### src/rtl/vram_scanout_if.sv
// rtl/vram_scanout_if.sv - VRAM display read port bundle
//
// Purpose: groups the VRAM second (display) read port signals.
// Ports (signals):
//   vram_rd_en  read strobe, driven by the scanout engine
//   vram_addr   word offset into the framebuffer
//   vram_data   read data, valid one clock after vram_rd_en
// Modports:
//   master  scanout side (drives strobe and address)
//   slave   VRAM side (returns data)
interface vram_scanout_if #(
  parameter int ADDR_W = 10
) ();
  logic              vram_rd_en;
  logic [ADDR_W-1:0] vram_addr;
  logic [15:0]       vram_data;

  modport master (output vram_rd_en, output vram_addr, input  vram_data);
  modport slave  (input  vram_rd_en, input  vram_addr, output vram_data);
endinterface

### src/rtl/vram_scanout.sv
// rtl/vram_scanout.sv - framebuffer scanout engine producing a raster with syncs
//
// Purpose: reads the 16-pixel-per-word framebuffer through the VRAM display
// port and streams it out MSB first as a monochrome raster with hsync/vsync.
// Ports:
//   clk          system clock
//   reset        synchronous, active-low reset
//   enable       scanout enable, only looked at on frame boundaries
//   vram         VRAM read port (master side)
//   pixel        pixel value, 0 outside the visible area
//   pixel_valid  high while pixel is in the visible area
//   hsync        horizontal sync, active high
//   vsync        vertical sync, active high
//   frame_start  one-clock pulse with the first visible pixel of a frame
module vram_scanout #(
  parameter int H_ACTIVE    = 128,
  parameter int H_TOTAL     = 160,
  parameter int HSYNC_START = 136,
  parameter int HSYNC_LEN   = 8,
  parameter int V_ACTIVE    = 128,
  parameter int V_TOTAL     = 136,
  parameter int VSYNC_START = 130,
  parameter int VSYNC_LEN   = 2,
  parameter int ADDR_W      = 10
) (
  input  logic           clk,
  input  logic           reset,
  input  logic           enable,
  vram_scanout_if.master vram,
  output logic           pixel,
  output logic           pixel_valid,
  output logic           hsync,
  output logic           vsync,
  output logic           frame_start
);

  localparam int HW  = $clog2(H_TOTAL);
  localparam int VW  = $clog2(V_TOTAL);
  localparam int WPL = H_ACTIVE / 16;

  localparam logic [HW-1:0] H_ACT  = HW'(H_ACTIVE);
  localparam logic [HW-1:0] H_LAST = HW'(H_TOTAL - 1);
  localparam logic [HW-1:0] HS_BEG = HW'(HSYNC_START);
  localparam logic [HW-1:0] HS_END = HW'(HSYNC_START + HSYNC_LEN);
  localparam logic [VW-1:0] V_ACT  = VW'(V_ACTIVE);
  localparam logic [VW-1:0] V_LAST = VW'(V_TOTAL - 1);
  localparam logic [VW-1:0] VS_BEG = VW'(VSYNC_START);
  localparam logic [VW-1:0] VS_END = VW'(VSYNC_START + VSYNC_LEN);

  if (H_ACTIVE % 16 != 0) begin : g_chk_hact_mult
    $error("H_ACTIVE must be a multiple of 16");
  end
  if (H_ACTIVE >= H_TOTAL) begin : g_chk_htotal
    $error("H_ACTIVE must be less than H_TOTAL");
  end
  if (V_ACTIVE >= V_TOTAL) begin : g_chk_vtotal
    $error("V_ACTIVE must be less than V_TOTAL");
  end
  if (WPL * V_ACTIVE > 2 ** ADDR_W) begin : g_chk_addr
    $error("framebuffer does not fit in ADDR_W address space");
  end

  typedef enum logic {IDLE = 1'b0, RUN = 1'b1} state_t;

  state_t        state, state_nxt;
  logic [HW-1:0] h, h_nxt;
  logic [VW-1:0] v, v_nxt;
  logic          run, visible;

  // Stage 1 holds the timing flags for the counters of the previous clock;
  // stage 2 (the outputs) lines up with the shift register contents.
  logic        vis_d1, hs_d1, vs_d1, fs_d1, load_d1;
  logic [15:0] shift_reg;

  assign run     = (state == RUN);
  assign visible = run && (h < H_ACT) && (v < V_ACT);

  always_ff @(posedge clk) begin
    if (!reset) begin
      state <= IDLE;
      h     <= '0;
      v     <= '0;
    end else begin
      state <= state_nxt;
      h     <= h_nxt;
      v     <= v_nxt;
    end
  end

  always_comb begin
    state_nxt       = state;
    h_nxt           = h;
    v_nxt           = v;
    vram.vram_rd_en = 1'b0;
    vram.vram_addr  = '0;
    case (state)
      IDLE: begin
        h_nxt = '0;
        v_nxt = '0;
        if (enable) state_nxt = RUN;
      end
      RUN: begin
        // One fetch at the first pixel of each 16-pixel word.
        if (visible && (h[3:0] == 4'd0)) begin
          vram.vram_rd_en = 1'b1;
          vram.vram_addr  = ADDR_W'(v) * ADDR_W'(WPL) + ADDR_W'(h >> 4);
        end
        if (h == H_LAST) begin
          h_nxt = '0;
          if (v == V_LAST) begin
            v_nxt = '0;
            // enable only decides at the frame boundary
            if (!enable) state_nxt = IDLE;
          end else begin
            v_nxt = v + 1'b1;
          end
        end else begin
          h_nxt = h + 1'b1;
        end
      end
      default: state_nxt = IDLE;
    endcase
  end

  always_ff @(posedge clk) begin
    if (!reset) begin
      vis_d1      <= 1'b0;
      hs_d1       <= 1'b0;
      vs_d1       <= 1'b0;
      fs_d1       <= 1'b0;
      load_d1     <= 1'b0;
      pixel_valid <= 1'b0;
      hsync       <= 1'b0;
      vsync       <= 1'b0;
      frame_start <= 1'b0;
      shift_reg   <= '0;
    end else begin
      vis_d1      <= visible;
      hs_d1       <= run && (h >= HS_BEG) && (h < HS_END);
      vs_d1       <= run && (v >= VS_BEG) && (v < VS_END);
      fs_d1       <= run && (h == '0) && (v == '0);
      load_d1     <= vram.vram_rd_en;
      pixel_valid <= vis_d1;
      hsync       <= hs_d1;
      vsync       <= vs_d1;
      frame_start <= fs_d1;
      // Read data arrives the clock after the strobe; load it then, else shift.
      if (load_d1) shift_reg <= vram.vram_data;
      else         shift_reg <= {shift_reg[14:0], 1'b0};
    end
  end

  assign pixel = pixel_valid & shift_reg[15];

endmodule

### src/flat_wrapper.sv
// flat-port wrapper written by rule: the top's interface ports become plain ports
module vram_scanout_flat 
#(
  parameter int H_ACTIVE    = 128,
  parameter int H_TOTAL     = 160,
  parameter int HSYNC_START = 136,
  parameter int HSYNC_LEN   = 8,
  parameter int V_ACTIVE    = 128,
  parameter int V_TOTAL     = 136,
  parameter int VSYNC_START = 130,
  parameter int VSYNC_LEN   = 2,
  parameter int ADDR_W      = 10
)
  (clk, reset, enable, pixel, pixel_valid, hsync, vsync, frame_start, vram_vram_rd_en, vram_vram_addr, vram_vram_data);
  vram_scanout_if #(.ADDR_W(ADDR_W)) vram_i ();
  input  logic clk;
  input  logic reset;
  input  logic enable;
  output logic pixel;
  output logic pixel_valid;
  output logic hsync;
  output logic vsync;
  output logic frame_start;
  output wire logic [$bits(vram_i.vram_rd_en)-1:0] vram_vram_rd_en;
  output wire logic [$bits(vram_i.vram_addr)-1:0] vram_vram_addr;
  input wire logic [$bits(vram_i.vram_data)-1:0] vram_vram_data;
  assign vram_vram_rd_en = vram_i.vram_rd_en;
  assign vram_vram_addr = vram_i.vram_addr;
  assign vram_i.vram_data = vram_vram_data;
  vram_scanout #(.H_ACTIVE(H_ACTIVE), .H_TOTAL(H_TOTAL), .HSYNC_START(HSYNC_START), .HSYNC_LEN(HSYNC_LEN), .V_ACTIVE(V_ACTIVE), .V_TOTAL(V_TOTAL), .VSYNC_START(VSYNC_START), .VSYNC_LEN(VSYNC_LEN), .ADDR_W(ADDR_W)) u_core (.clk(clk), .reset(reset), .enable(enable), .vram(vram_i), .pixel(pixel), .pixel_valid(pixel_valid), .hsync(hsync), .vsync(vsync), .frame_start(frame_start));
endmodule
### config.mk
export PLATFORM = sky130hd
export DESIGN_NAME = vram_scanout_flat
export DESIGN_NICKNAME = d
export VERILOG_FILES = /design/src/rtl/vram_scanout_if.sv /design/src/rtl/vram_scanout.sv /design/src/flat_wrapper.sv
export SDC_FILE = /design/constraint.sdc
export NUM_CORES = 1
export LEC_CHECK = 0
export CORE_MARGIN = 5
export CORE_UTILIZATION = 30
export CTS_BUF_LIST = sky130_fd_sc_hd__clkbuf_16
export DETAILED_ROUTE_END_ITERATION = 7
export HOLD_SLACK_MARGIN = 0.03
export PLACE_DENSITY = 0.6
export SYNTH_ARGS = -nofsm -noshare
export SYNTH_HDL_FRONTEND = slang
export SYNTH_SLANG_ARGS = --single-unit
### constraint.sdc
create_clock -name clk -period 1.85 [get_ports clk]
set_input_delay 0.2775 -clock clk [delete_from_list [all_inputs] [get_ports clk]]
set_output_delay 0.2775 -clock clk [all_outputs]
set_load 0.01 [all_outputs]
# ---- Yosys cells after proc, flatten, opt, wreduce, memory -nomap -nowiden
# Cells that the tools add are included.
dict set report word_totals {
  register_bits 42
  inputBits 19
  word_cells 55
  out_inout_bits 16
}
dict set report op_classes {
  add_sub_neg 3
  n_eq_ne 3
  magnitude_cmp 6
  mux 14
  reduce_logical 13
  n_bitwise 2
}
# cell n
set ops {}
lappend ops {{8-bit less-than comparator, second input constant} 4}
lappend ops {{8-bit case mux with 2 select lines} 2}
lappend ops {{8-bit 2-to-1 mux} 3}
lappend ops {{10-bit 2-to-1 mux} 2}
lappend ops {{8-bit by 1-bit adder with 8-bit output, second input constant} 2}
lappend ops {{8-bit equality test, second input constant} 2}
lappend ops {{8-bit >= comparator, second input constant} 2}
lappend ops {{8-bit zero test} 2}
lappend ops {{16-bit 2-to-1 mux} 1}
lappend ops {{10-bit by 4-bit adder with 10-bit output} 1}
lappend ops {{1-bit logical AND} 9}
lappend ops {{1-bit 2-to-1 mux} 5}
lappend ops {{4-bit zero test} 1}
lappend ops {{2-bit != test, second input constant} 1}
lappend ops {{1-bit case mux with 2 select lines} 1}
lappend ops {{2-bit AND reduction} 1}
lappend ops {{1-bit bitwise AND} 1}
lappend ops {{1-bit NOT} 1}

# ---- Longest topological paths before layout
# Gate-level depths: netlist of run 1.
dict set report logic_depth {
  ltp_word 6
  mapped_depth 7
}

# ---- Worst setup path before layout of run 1
# Ideal clock, no wire load.
dict set report synth_timing {
  kind {flip-flop to output port}
  from {register u_core.v[0]}
  to {output vram_vram_addr[9]}
  n_path_buf 0
  slack_ns 0.359
  path_stages_with_launch 6
  required_ns 1.572
  arrival_ns 1.214
  cell_sequence {dfxtp_1 -> ha_1 -> ha_1 -> nand4_1 -> xor2_1 -> nor2_1}
}
dict set report synth_between {
  elab_chain_cells 5
  elab_cells_between_ends 6
  cone_classes {1 x add/sub; 1 x order compare; 2 x mux; 2 x reduce/logical}
}
# element line
set synth_lines {}
lappend synth_lines {{start, declared} vram_scanout.sv:67} ;# logic [VW-1:0] v, v_nxt;
lappend synth_lines {{start signal, assigned} vram_scanout.sv:86} ;# v <= v_nxt;
lappend synth_lines {{8-bit less-than comparator} vram_scanout.sv:76} ;# assign visible = run && (h < H_ACT) && (v < V_ACT);
lappend synth_lines {{1-bit logical AND} vram_scanout.sv:76}
lappend synth_lines {{1-bit logical AND} vram_scanout.sv:104} ;# if (visible && (h[3:0] == 4'd0)) begin
lappend synth_lines {{10-bit 2-to-1 mux *} vram_scanout.sv:104}
lappend synth_lines {{10-bit 2-to-1 mux *} vram_scanout.sv:96} ;# case (state)
lappend synth_lines {{end, declared} flat_wrapper.sv:25} ;# output wire logic [$bits(vram_i.vram_addr)-1:0] vram_vram_addr;
# Mark *: on every way between the ends. The rest lies on a longest branch, timed or not.

# ---- Worst setup path in the final report of run 1
# Same ends and word-level chain as after synthesis.

==> impl.org, run 1 <==
** Synthesis
- Synthesis-stage register bit count :: 42
- Sorting the synthesized cells by how often they occur yields dfxtp_1 (42), nor2_1 (19), mux2i_1 (16).
- The synthesized design contains 0 enable-type register cells.
- The share of synthesized area in the top cell type comes to around 45%.
- The mapped netlist covers between 1500 and 2000 um2.
- Sorting the synthesized cells by area gives the leading types as dfxtp_1 (45%), mux2i_1 (8.6%), nor2b_1 (5.0%), xor2_1 (4.7%), and2_1 (4.0%).
- Post-synthesis area per instance :: roughly 9.5 um2
- dfxtp_1 is the most common cell in the netlist.
- Yosys printed 0 warnings.
- After synthesis, the netlist uses 31 different library cells.
- Mapped Nets :: between 200 and 250
- For this run, the leading register cell type out of synthesis is dfxtp_1.
- Share of synthesized registers carrying an async set or reset :: 0%
- Cells after Synth :: between 150 and 200
- Post-synthesis cell type with the largest combined area :: dfxtp_1
- Sequential element share of the synthesized area :: a little under half

** Pwr
- Total Power :: between 2 and 2.5 mW
- Switching part of the total power :: 18.4%
- Pint :: ~1.8 mW
- Net Switching :: roughly 0.40 mW
- The analysis attributes to cell leakage a power of roughly 1.0 nW.
- Per report_power, the combinational group accounts for around 6.5% of the total.
- Share of power burned in the clock network :: between 50% and 60%
- Sequential cells burn between 40 and 50% of the power.
- PwrDens :: roughly 840 nW/um2
- Peak VDD IR :: ~460 uV

** Finish
- The register with the most flip-flops in the layout has 16 of them.
- Compared with the post-synthesis result, the final layout area differs by 39.9%.
- After the last flow step, the layout net total stands at 276.
- Once layout is done, the placed cells without fillers occupy 2610 um2.
- The number of antenna diodes in the final layout is 0.
- After the flow finishes, the layout carries non-filler instances totaling about 330.
- Of the cells placed in the final design, the portion with a size suffix greater than 1 is between 20% and 30%.

** STA
- Unrepaired setup endpoints after global routing :: yes
- Transition at the pin with the smallest max-transition slack :: 0.299 ns
- Headroom to the max-slew limit came out at between 70% and 80%.
- Final hold vios :: 0
- Final clock skew :: ~0.0033 ns
- The tightest hold path in the finished design has a slack of 0.432 ns.
- Final setup fails :: 0
- The max-slew violation total from the final report came to 0.
- Share of the cycle needed by the critical path after routing :: 97.7%
- Subtracting the final worst setup slack from the clock period gives between 1.5 and 2 ns.
- Timing-limited maximum frequency :: about 0.55 GHz

** GRT
- Busiest layer in global routing :: met2
- Vias in the first global route :: around 1500
- Global-route wire length before repair :: ~6700 um
- For met2 alone, demand over resource in global routing was between 10% and 20%.
- Global routing used under 10% of the available met3 tracks.
- The initial antenna violation count was 0.
- Combined global-route utilization of all metal layers :: between 10% and 20%
- Global route total overflow :: 0
- Global routing used 15.3% of the available met1 tracks.
- Largest net degree at the start of global routing :: 23

** Critical path
- Across all register-to-register paths, the minimum setup slack is 0.21 ns.
- Crit path kind :: register to output pin
- For this design, the slowest cell found on the critical path is dfxtp_1.
- For the worst setup path, the data required time is ~1.6 ns.
- In this design, the stage delay of the slowest critical-path cell is 0.33 ns.
- Along the worst path, the maximum fanout reaches 3.
- The worst setup path is captured at an output pin.
- For the worst setup path, the data arrival time is ~1.5 ns.
- Critical path startpoint category :: register
- The critical path goes through ha_2 > ha_4 > nand4_1 > xor2_1 > nor2_1 > clkdlybuf4s15_2.

** Floorplanning
- Initial standard-cell utilization of the core :: 31.1%
- Cell row count :: 28
- 35 I/O pins were placed.
- The die covers a little under 8000 um2.
- X dimension of the die :: 88.8 um
- The floorplan step set the die height to about 90 um.
- Area of the core :: about 6000 um2

** Routing
- After detailed routing, the average wire length per cell comes to around 12 um.
- DRC errors left :: 0
- Final antenna-violating net count :: 0
- Detailed Route WL :: 4040 um
- Dividing the detail-routed via count by the number of cells gives between 4 and 5.
- Count of routing violations after the opening detailed-route iteration :: 52
- The routed layout has roughly 1500 vias.
- Number of search-and-repair iterations in the first detailed-routing pass :: 4

** Place
- Input and output buffers added on the ports amount to 34.
- In this run the cell area measured after placement is 2400 um2.
- The congestion estimate from routability-driven global placement came to ~0.78.
- Post-detailed-placement half-perimeter wirelength :: about 2900 um
- Inst Count DP :: about 310

** Min path
- In this run the worst hold path is classified as register to register.

** Clocking
- Number of clock buffers inserted by TritonCTS :: 5
- The clock net in this run drives a total of between 40 and 50 sinks.
- Clock H-tree levels :: 2
- TritonCTS built the clock tree.
- Hold-fix buffer count after cts :: 0
- Reg clk slew, reported paths :: about 0.060 ns
- In this run the clock root is driven by a clkbuf_16.
- Buffer depth of the longest clock path :: 2
- The later pin in the worst-skew pair is clocked with a latency of ~0.28 ns.

** Outcome
- Status :: finished clean

** Run
- Across the run, the number of max-cap violations was 0.
[metrics by stage]
stage	utilization [%]	worst slack [ns]	TNS (ns)
after CTS	43.6	-0.0189	-0.0189
after floorplan	-	0.359	0
after global placement	40.0	-0.0220	-0.0220
after detailed placement	40.0	-0.0372	-0.0622
final	43.5	0.0434	0
after global routing	43.5	-0.0581	-0.0581
[cells by family after synthesis]
kind of cell	Yosys count	share of synthesized area (%)
AND/OR/NAND/NOR	90	28.0
flip-flops	42	45.2
buffers and inverters	17	4.10
multiplexers	16	8.60
XOR/XNOR	13	6.12
AO/OA/AOI/OAI	12	4.03
adder cells (fa/ha/maj)	6	4.03
[cell type report]
| class | instances | area [um2] |
|---|---|---|
| fillers | 581 | 3390 |
| clock buffers | 5 | 125 |
| repair buffers | 60 | 495 |
| clock inverters | 3 | 68.8 |
| inverters | 5 | 18.8 |
| well taps | 75 | 93.8 |
| multi-input cells | 137 | 960 |
| flip-flops and latches | 42 | 843 |
[layout by cell type, fill, tap and decap left out, drive strengths merged, types with 2 or more instances in the layout]
cell type	instances
clkdlybuf4s15	2
o22ai	2
xor2	10
dfxtp	42
nor2	19
inv	5
nand4	8
bufinv	2
nand2	11
a21oi	5
o21a	2
nor3	2
clkbuf	13
ha	6
and2	13
or3	2
clkdlybuf4s50	23
nor2b	15
nand3	8
mux2i	16
and3	4
buf	27
and4	3
xnor2	3
[final timing paths]
path                                          startpoint                            end  depth (start not counted)
worst max-delay path            u_core.v[0]$_SDFFE_PN0P_              vram_vram_addr[9]                          6
worst max register to register    u_core.h[7]$_SDFF_PP0_       u_core.v[7]$_SDFFE_PN0P_                          6
worst min register to register   u_core.fs_d1$_SDFF_PN0_  u_core.frame_start$_SDFF_PN0_                          1
worst min-delay path             u_core.fs_d1$_SDFF_PN0_  u_core.frame_start$_SDFF_PN0_                          1
[what timing repair did]
action,in CTS,in global routing
hold endpoints to repair,0,0
pin swaps,0,1
setup endpoints to repair,11,7
resized for setup,20,18
setup buffers,3,2
[power by group through the flow]
stage / combinational (mW) / sequential, mW / clock [mW]
2_1_floorplan: 0.0598 / 0.953 / 0
3_3_place_gp: 0.132 / 0.952 / 0
3_5_place_dp: 0.132 / 0.953 / 0
4_1_cts: 0.140 / 0.932 / 1.15
5_1_grt: 0.157 / 0.935 / 1.18
6_report: 0.142 / 0.933 / 1.12
[per-layer routing]
metal / wire length (um) / share of wire, %
met1: 2060 / 51
met2: 1630 / 40
met3: 282 / 7.0
met4: 68 / 1.7
met5: 0 / 0
[critical path: cells and delay by family (launching register included)]
family / cells / cell delay, ns
DFF: 1 / 0.33
buffers and inverters: 1 / 0.22
adders and majority gates: 2 / 0.35
xor gates and xnor gates: 1 / 0.15
and+or+nand+nor: 2 / 0.19
(Power assumes the default switching activity.)
==> inputs of run 2 (changes only) <==
--- a/config.mk
+++ b/config.mk
@@ -11,6 +11,7 @@
 export DETAILED_ROUTE_END_ITERATION = 7
 export HOLD_SLACK_MARGIN = 0.03
 export PLACE_DENSITY = 0.6
+export SETUP_SLACK_MARGIN = 0.05
 export SYNTH_ARGS = -nofsm -noshare
 export SYNTH_HDL_FRONTEND = slang
 export SYNTH_SLANG_ARGS = --single-unit
==> constraint.sdc (replaced) <==
create_clock -name clk -period 1.85 [get_ports clk]
set_input_delay 0.2775 -clock clk [delete_from_list [all_inputs] [get_ports clk]]
set_output_delay 0.2775 -clock clk [all_outputs]
set_load 0.1 [all_outputs]
==> run 2 against run 1 <==
Compared with the run above:
- clock power shrank 14%
- routed wire length decreased by 0.82%
- via count shrank 1.6%
- sequential power about the same
- setup slack improved by 0.0088 ns
- hold slack got worse by 0.0025 ns
- critical path depth unchanged
- largest cell class unchanged
- flip-flop and latch count is the same
==> impl.org, run 2 (same netlist as run 1, synthesis figures left out) <==
** GRT
- After global routing the overflow that remains totals 0.
- Global routing consumed, over all layers together, about a tenth of the routing resources.
- Vias in the first global route :: around 1500
- Entering global routing, the biggest net connects 21 pins.
- Global-route wire length before repair :: 6690 um
- Initial antenna violation count :: 0

** Critical path
- The worst setup path is of the register to output pin kind.
- Element type at the critical path end :: output pin
- The worst setup path is launched from a register.
- In this run the worst path has a maximum fanout of 7.
- For the worst setup path, the data required time is around 1.6 ns.
- Critical register-to-register path startpoint :: u_core.h[0]$_SDFF_PP0_
- The most critical setup path has its startpoint at u_core.h[7]$_SDFF_PP0_.
- For the worst setup path, the data arrival time is roughly 1.5 ns.

** STA
- Worst-case headroom to the max-slew limit :: 75.1%
- Crit path time final :: ~1.8 ns
- Final hold vios :: 0
- Total count of max-transition violations in the final report :: 0
- Final clock skew :: ~0.0028 ns
- Setup violations remaining at the end of the flow were counted as 0.
- Transition at the pin with the smallest max-transition slack :: around 0.37 ns
- Sum of negative setup slack :: 0 ns
- Dividing the final minimum period by the clock period gives ~100%.
- Based on the critical path, the design can be clocked at up to 0.556 GHz.
- Unrepaired setup endpoints after global routing :: yes

** Outcome
- Status :: finished clean

** Floorplanning
- Die area :: around 8000 um2
- The floorplan has 28 rows.
- The initial utilization of the core area, before any placement, comes to 31.1%.
- Overall die height :: slightly below 90 um
- X dimension of the die :: slightly below 90 um
- During I/O placement, the number of pins put on the boundary was 35.
- The total area inside the core boundary comes to about 6000 um2.

** Routing
- After detailed routing, the average wire length per cell comes to 12.8 um.
- Via count :: between 1000 and 1500
- The pre-antenna-repair detailed-routing pass consisted of 4 iterations.
- Detailed Route WL :: roughly 4000 um
- Final antenna-violating net count :: 0
- For this block, the initial DRC count from the detailed router was between 50 and 60.
- DRC errors left :: 0
- Detail-routed via count per cell :: 4.65

** Finish
- Leading cell type in the layout, fill and taps excluded :: dfxtp_1
- For this run, the number of standard cells in the final layout without fillers is 314.
- Summing all non-filler instances in the final layout gives an area of 2730 um2.
- The area growth from synthesis to layout is 46.8%.
- Post-layout utilization of the core :: 45.6%
- Leaving out fill and tap cells, the most frequent cells in the layout are dfxtp_1 (34), clkdlybuf4s50_1 (18), mux2i_1 (16).
- The register with the most flip-flops in the layout has 16 of them.
- Fraction of layout cells with a size suffix above 1 :: between 20% and 30%
- 0 antenna diodes ended up in the layout.
- The net count of the finished layout is about 260.

** Clocking
- The clock passes through at most 2 buffers.
- Clock H-tree levels :: 2
- Root buffer selected by CTS :: clkbuf_16
- CTS tree :: done
- After clock tree synthesis, the clock-pin slew on the worst setup and hold paths is roughly 0.060 ns.
- TritonCTS created 5 clock buffers.
- Clock insertion delay at the later pin of the skew report :: between 0.2 and 0.3 ns
- The tree built by TritonCTS fans out to 42 sinks.

** Pwr
- Peak VDD IR :: about 430 uV
- In this run the static leakage power is roughly 1.0 nW.
- Total Power :: slightly above 2 mW
- PwrDens :: ~750 nW/um2

** Place
- Inst Count DP :: 302
- Once detailed placement completed, the half-perimeter wirelength came to about 2900 um.
- During placement, the flow inserted port buffers numbering 34.
- Placement Cell Area :: ~2500 um2
- Weighted congestion at the end of routability-driven global placement :: approximately 0.79

** Min path
- Startpoint of the worst hold path :: u_core.fs_d1$_SDFF_PN0_
- The min-delay analysis places its worst path in the category register to register.

** Run
- Number of violations of the max-capacitance limit :: 0
[run 2: cell type report]
class / instances / area, um2
clock buffer: 5 / 125
clock inverter: 3 / 41.3
fill: 564 / 3260
inverter: 5 / 22.5
multi-input combinational: 137 / 1040
sequential: 42 / 851
tap: 75 / 93.8
timing repair buffer: 47 / 556
[run 2: through the flow]
stage | setup WS [ns] | hold slack [ns]
finish | 0.0522 | 0.430
detailed placement | 0.151 | 0.426
floorplan | -0.260 | 0.401
global route | -0.0373 | 0.459
CTS | 0.0274 | 0.438
global placement | 0.220 | 0.415
[run 2: worst max-delay path: stages, from the launching register on]
cell,delay (ns)
dfxtp_2,0.36
buf_6,0.12
nor2_4,0.03
nand4_1,0.17
clkinvlp_4,0.20
and2_4,0.21
buf_12,0.16
[run 2: repair_timing]
action,in CTS,in global routing
resized for setup,17,4
hold buffers,0,0
endpoints found under the setup margin,10,12
buffers inserted,3,1
pin swaps,7,4
[run 2: power by group]
| group | switching [mW] | leakage (nW) | internal [mW] |
|---|---|---|---|
| clock | 0.330 | 0.0812 | 0.631 |
| combinational | 0.0843 | 0.605 | 0.0843 |
| sequential | 0.00767 | 0.345 | 0.927 |
| total | 0.422 | 1.03 | 1.64 |
[run 2: worst paths after layout]
path                                                 endpoint  slack (ns)  cells after the start
worst max-delay path                        vram_vram_addr[2]        0.05                      6
worst min-delay path            u_core.frame_start$_SDFF_PN0_        0.43                      1
worst max register to register       u_core.v[3]$_SDFFE_PN0P_        0.20                      7
worst min register to register  u_core.frame_start$_SDFF_PN0_        0.43                      1
[run 2: routing by layer]
layer	GRT usage (%)	vias up	routed length (um)
met3	2.89	2	327
li1	-	744	-
met5	0	-	0
met2	17.2	41	1770
met4	2.34	0	8
met1	14.3	672	1900
==> inputs of run 3 (changes only) <==
--- a/config.mk
+++ b/config.mk
@@ -12,6 +12,7 @@
 export HOLD_SLACK_MARGIN = 0.03
 export PLACE_DENSITY = 0.6
 export SETUP_SLACK_MARGIN = 0.05
+export SKIP_CTS_REPAIR_TIMING = 1
 export SYNTH_ARGS = -nofsm -noshare
 export SYNTH_HDL_FRONTEND = slang
 export SYNTH_SLANG_ARGS = --single-unit
==> run 3 against run 2 <==
Compared with the run above:
- core utilization is 0.17 points lower
- final cell count is 0.64% lower
- clock skew hardly changed
- via count is 1.4% lower
- cell area is 0.37% lower
==> impl.org, run 3 (same netlist as run 1, synthesis figures left out) <==
** Critical path
- Element type at the critical path end :: output pin
- Critical path startpoint category :: register
- Measured in cells, the most critical reg-to-reg path has a length of 5.
- Of all nets on the critical path, the largest fanout is 7.
- For the worst setup path, the data arrival time is ~1.5 ns.
- Worst reg2reg endpoint :: u_core.v[7]$_SDFFE_PN0P_
- The worst setup path is of the register to output pin kind.
- Critical register-to-register path startpoint :: u_core.h[1]$_SDFF_PP0_
- Critical path data required time :: roughly 1.6 ns
- The setup check on the worst reg-to-reg path leaves a slack of ~0.23 ns.

** STA
- Setup repair after global routing could not meet its margin everywhere.
- Summed over all failing endpoints, the final setup total negative slack is 0 ns.
- Crit path time final :: 1.81 ns
- Final setup fails :: 0
- The number of hold-slack violations in the final timing report was 0.
- Across all hold checks on the routed design, the worst slack comes to roughly 0.43 ns.
- Total count of max-transition violations in the final report :: 0
- Share of the cycle needed by the critical path after routing :: between 90% and 100%
- The worst pin sits at a relative slew slack of 75.7%.
- Based on the critical path, the design can be clocked at up to 0.552 GHz.
- Final clock skew :: approximately 0.003 ns
- For the pin with the worst max-slew slack, the measured transition is about 0.36 ns.
- Setup slack on the critical path of the routed design comes to about 0.038 ns.

** Place
- Once placement finished, the instance area stood at about 2500 um2.
- Prior to clock tree synthesis, the placed netlist has a worst setup slack of approximately 0.15 ns.
- Port buffer count :: 34
- Post-detailed-placement half-perimeter wirelength :: around 2900 um
- Weighted congestion at the end of routability-driven global placement :: between 0.7 and 0.8

** Finish
- Fin area :: 2720 um2
- The net count of the finished layout is approximately 260.
- In the layout the commonest cells are dfxtp_1 (35), clkdlybuf4s50_1 (18), mux2i_1 (16).
- The register with the most flip-flops in the layout has 16 of them.
- Filler cell count in the final layout :: ~570
- Area growth from synthesis to final layout :: 46.3%
- Post-layout utilization of the core :: between 40% and 50%
- Cells with a size suffix above 1 make up approximately a quarter of the layout.
- Antenna Diode Count :: 0
- Leading cell type in the layout, fill and taps excluded :: dfxtp_1

** Routing
- After detailed routing, the average wire length per cell comes to 12.6 um.
- The detail route stage leaves a number of antenna-violating nets equal to 0.
- Detail-routed via count per cell :: roughly 4.6
- Number of search-and-repair iterations in the first detailed-routing pass :: 4
- Count of routing violations after the opening detailed-route iteration :: 56
- The final route contains between 1000 and 1500 vias.
- The routed design has around 4000 um of wire.
- In the routed design, unresolved DRC markers number 0.

** Floorplanning
- For this configuration, the core starts out at a cell density of between 30% and 40%.
- 35 I/O pins were placed.
- Cell row count :: 28
- After floorplanning, the core was sized to cover around 6000 um2.
- X dimension of the die :: a little under 90 um
- Die area :: slightly below 8000 um2
- Overall die height :: 88.8 um

** Clocking
- CTS tree :: done
- Reg clk slew, reported paths :: 0.06 ns
- No sink is reached through more buffers than the 2 on the longest clock path.
- Clock H-tree levels :: 2
- At the later pin of the worst-skew pair, clock insertion delay measures 0.27 ns.
- Buffers inserted during clock tree synthesis total 5.
- The root buffer cell chosen for the clock tree is clkbuf_16.
- The clock net in this run drives a total of 42 sinks.

** Min path
- Startpoint of the worst hold path :: u_core.fs_d1$_SDFF_PN0_
- The worst hold path terminates at u_core.frame_start$_SDFF_PN0_.
- In this run the worst hold path is classified as register to register.
- Along the worst hold path, the cell count comes to 1.

** GRT
- The total overflow left after global routing is 0.
- The via count of the first global-routing pass came to approximately 1400.
- Initial antenna violation count :: 0
- The first global-routing pass estimated ~6500 um of wire.
- Global routing consumed, over all layers together, about a tenth of the routing resources.
- Entering global routing, the biggest net connects 21 pins.

** Pwr
- Peak VDD IR :: approximately 430 uV
- Leakage component of the power :: between 1 and 1.5 nW
- Power spread over the standard cell area amounts to roughly 760 nW/um2.

** Run
- Number of violations of the max-capacitance limit :: 0

** Outcome
- Status :: finished clean
[run 3: cell count changes in the layout (fill, tap and decap cells not counted), sizes merged]
| cell | change |
|---|---|
| buf | -2 |
[run 3: metrics by stage]
step / total power [mW] / cells
after global routing: 2.14 / 312
after detailed placement: 1.11 / 302
after CTS: 2.08 / 310
after global placement: 1.11 / 302
final: 2.06 / 312
after floorplan: 1.04 / 196
[run 3: critical path: stages, from the launching register on]
cell and delay [ns]:
dfxtp_4 0.36, inv_2 0.05, ha_4 0.14, nand4_1 0.17, clkinvlp_4 0.20, and2_4 0.19, buf_12 0.16
[run 3: metal layers]
metal / routed length (um) / track usage, %
met4: 8 / 2.34
met1: 1890 / 14.2
met2: 1710 / 16.2
met5: 0 / 0
met3: 326 / 2.89
[run 3: layout make-up]
| type | instances | area (um2) | area share, % |
|---|---|---|---|
| Multi-Input combinational cell | 137 | 1040 | 38.3 |
| Sequential cell | 42 | 855 | 31.4 |
| Timing Repair Buffer | 45 | 541 | 19.8 |
| Clock buffer | 5 | 125 | 4.59 |
| Tap cell | 75 | 93.8 | 3.45 |
| Clock inverter | 3 | 41.3 | 1.52 |
| Inverter | 5 | 25.0 | 0.919 |
[run 3: worst max path at each step]
stage | startpoint | end
2_1_floorplan | u_core.h[0]$_SDFF_PP0_ | vram_vram_addr[0]
3_3_place_gp | u_core.v[3]$_SDFFE_PN0P_ | vram_vram_addr[8]
3_5_place_dp | u_core.v[0]$_SDFFE_PN0P_ | vram_vram_addr[9]
4_1_cts | u_core.v[0]$_SDFFE_PN0P_ | vram_vram_addr[9]
5_1_grt | u_core.h[0]$_SDFF_PP0_ | vram_vram_addr[4]
6_report | u_core.h[0]$_SDFF_PP0_ | vram_vram_addr[4]
[run 3: report_power, final]
| group | internal [mW] | leakage (nW) | switching [mW] |
|---|---|---|---|
| clock network | 0.631 | 0.0812 | 0.328 |
| logic | 0.0826 | 0.595 | 0.0827 |
| registers | 0.925 | 0.345 | 0.00843 |
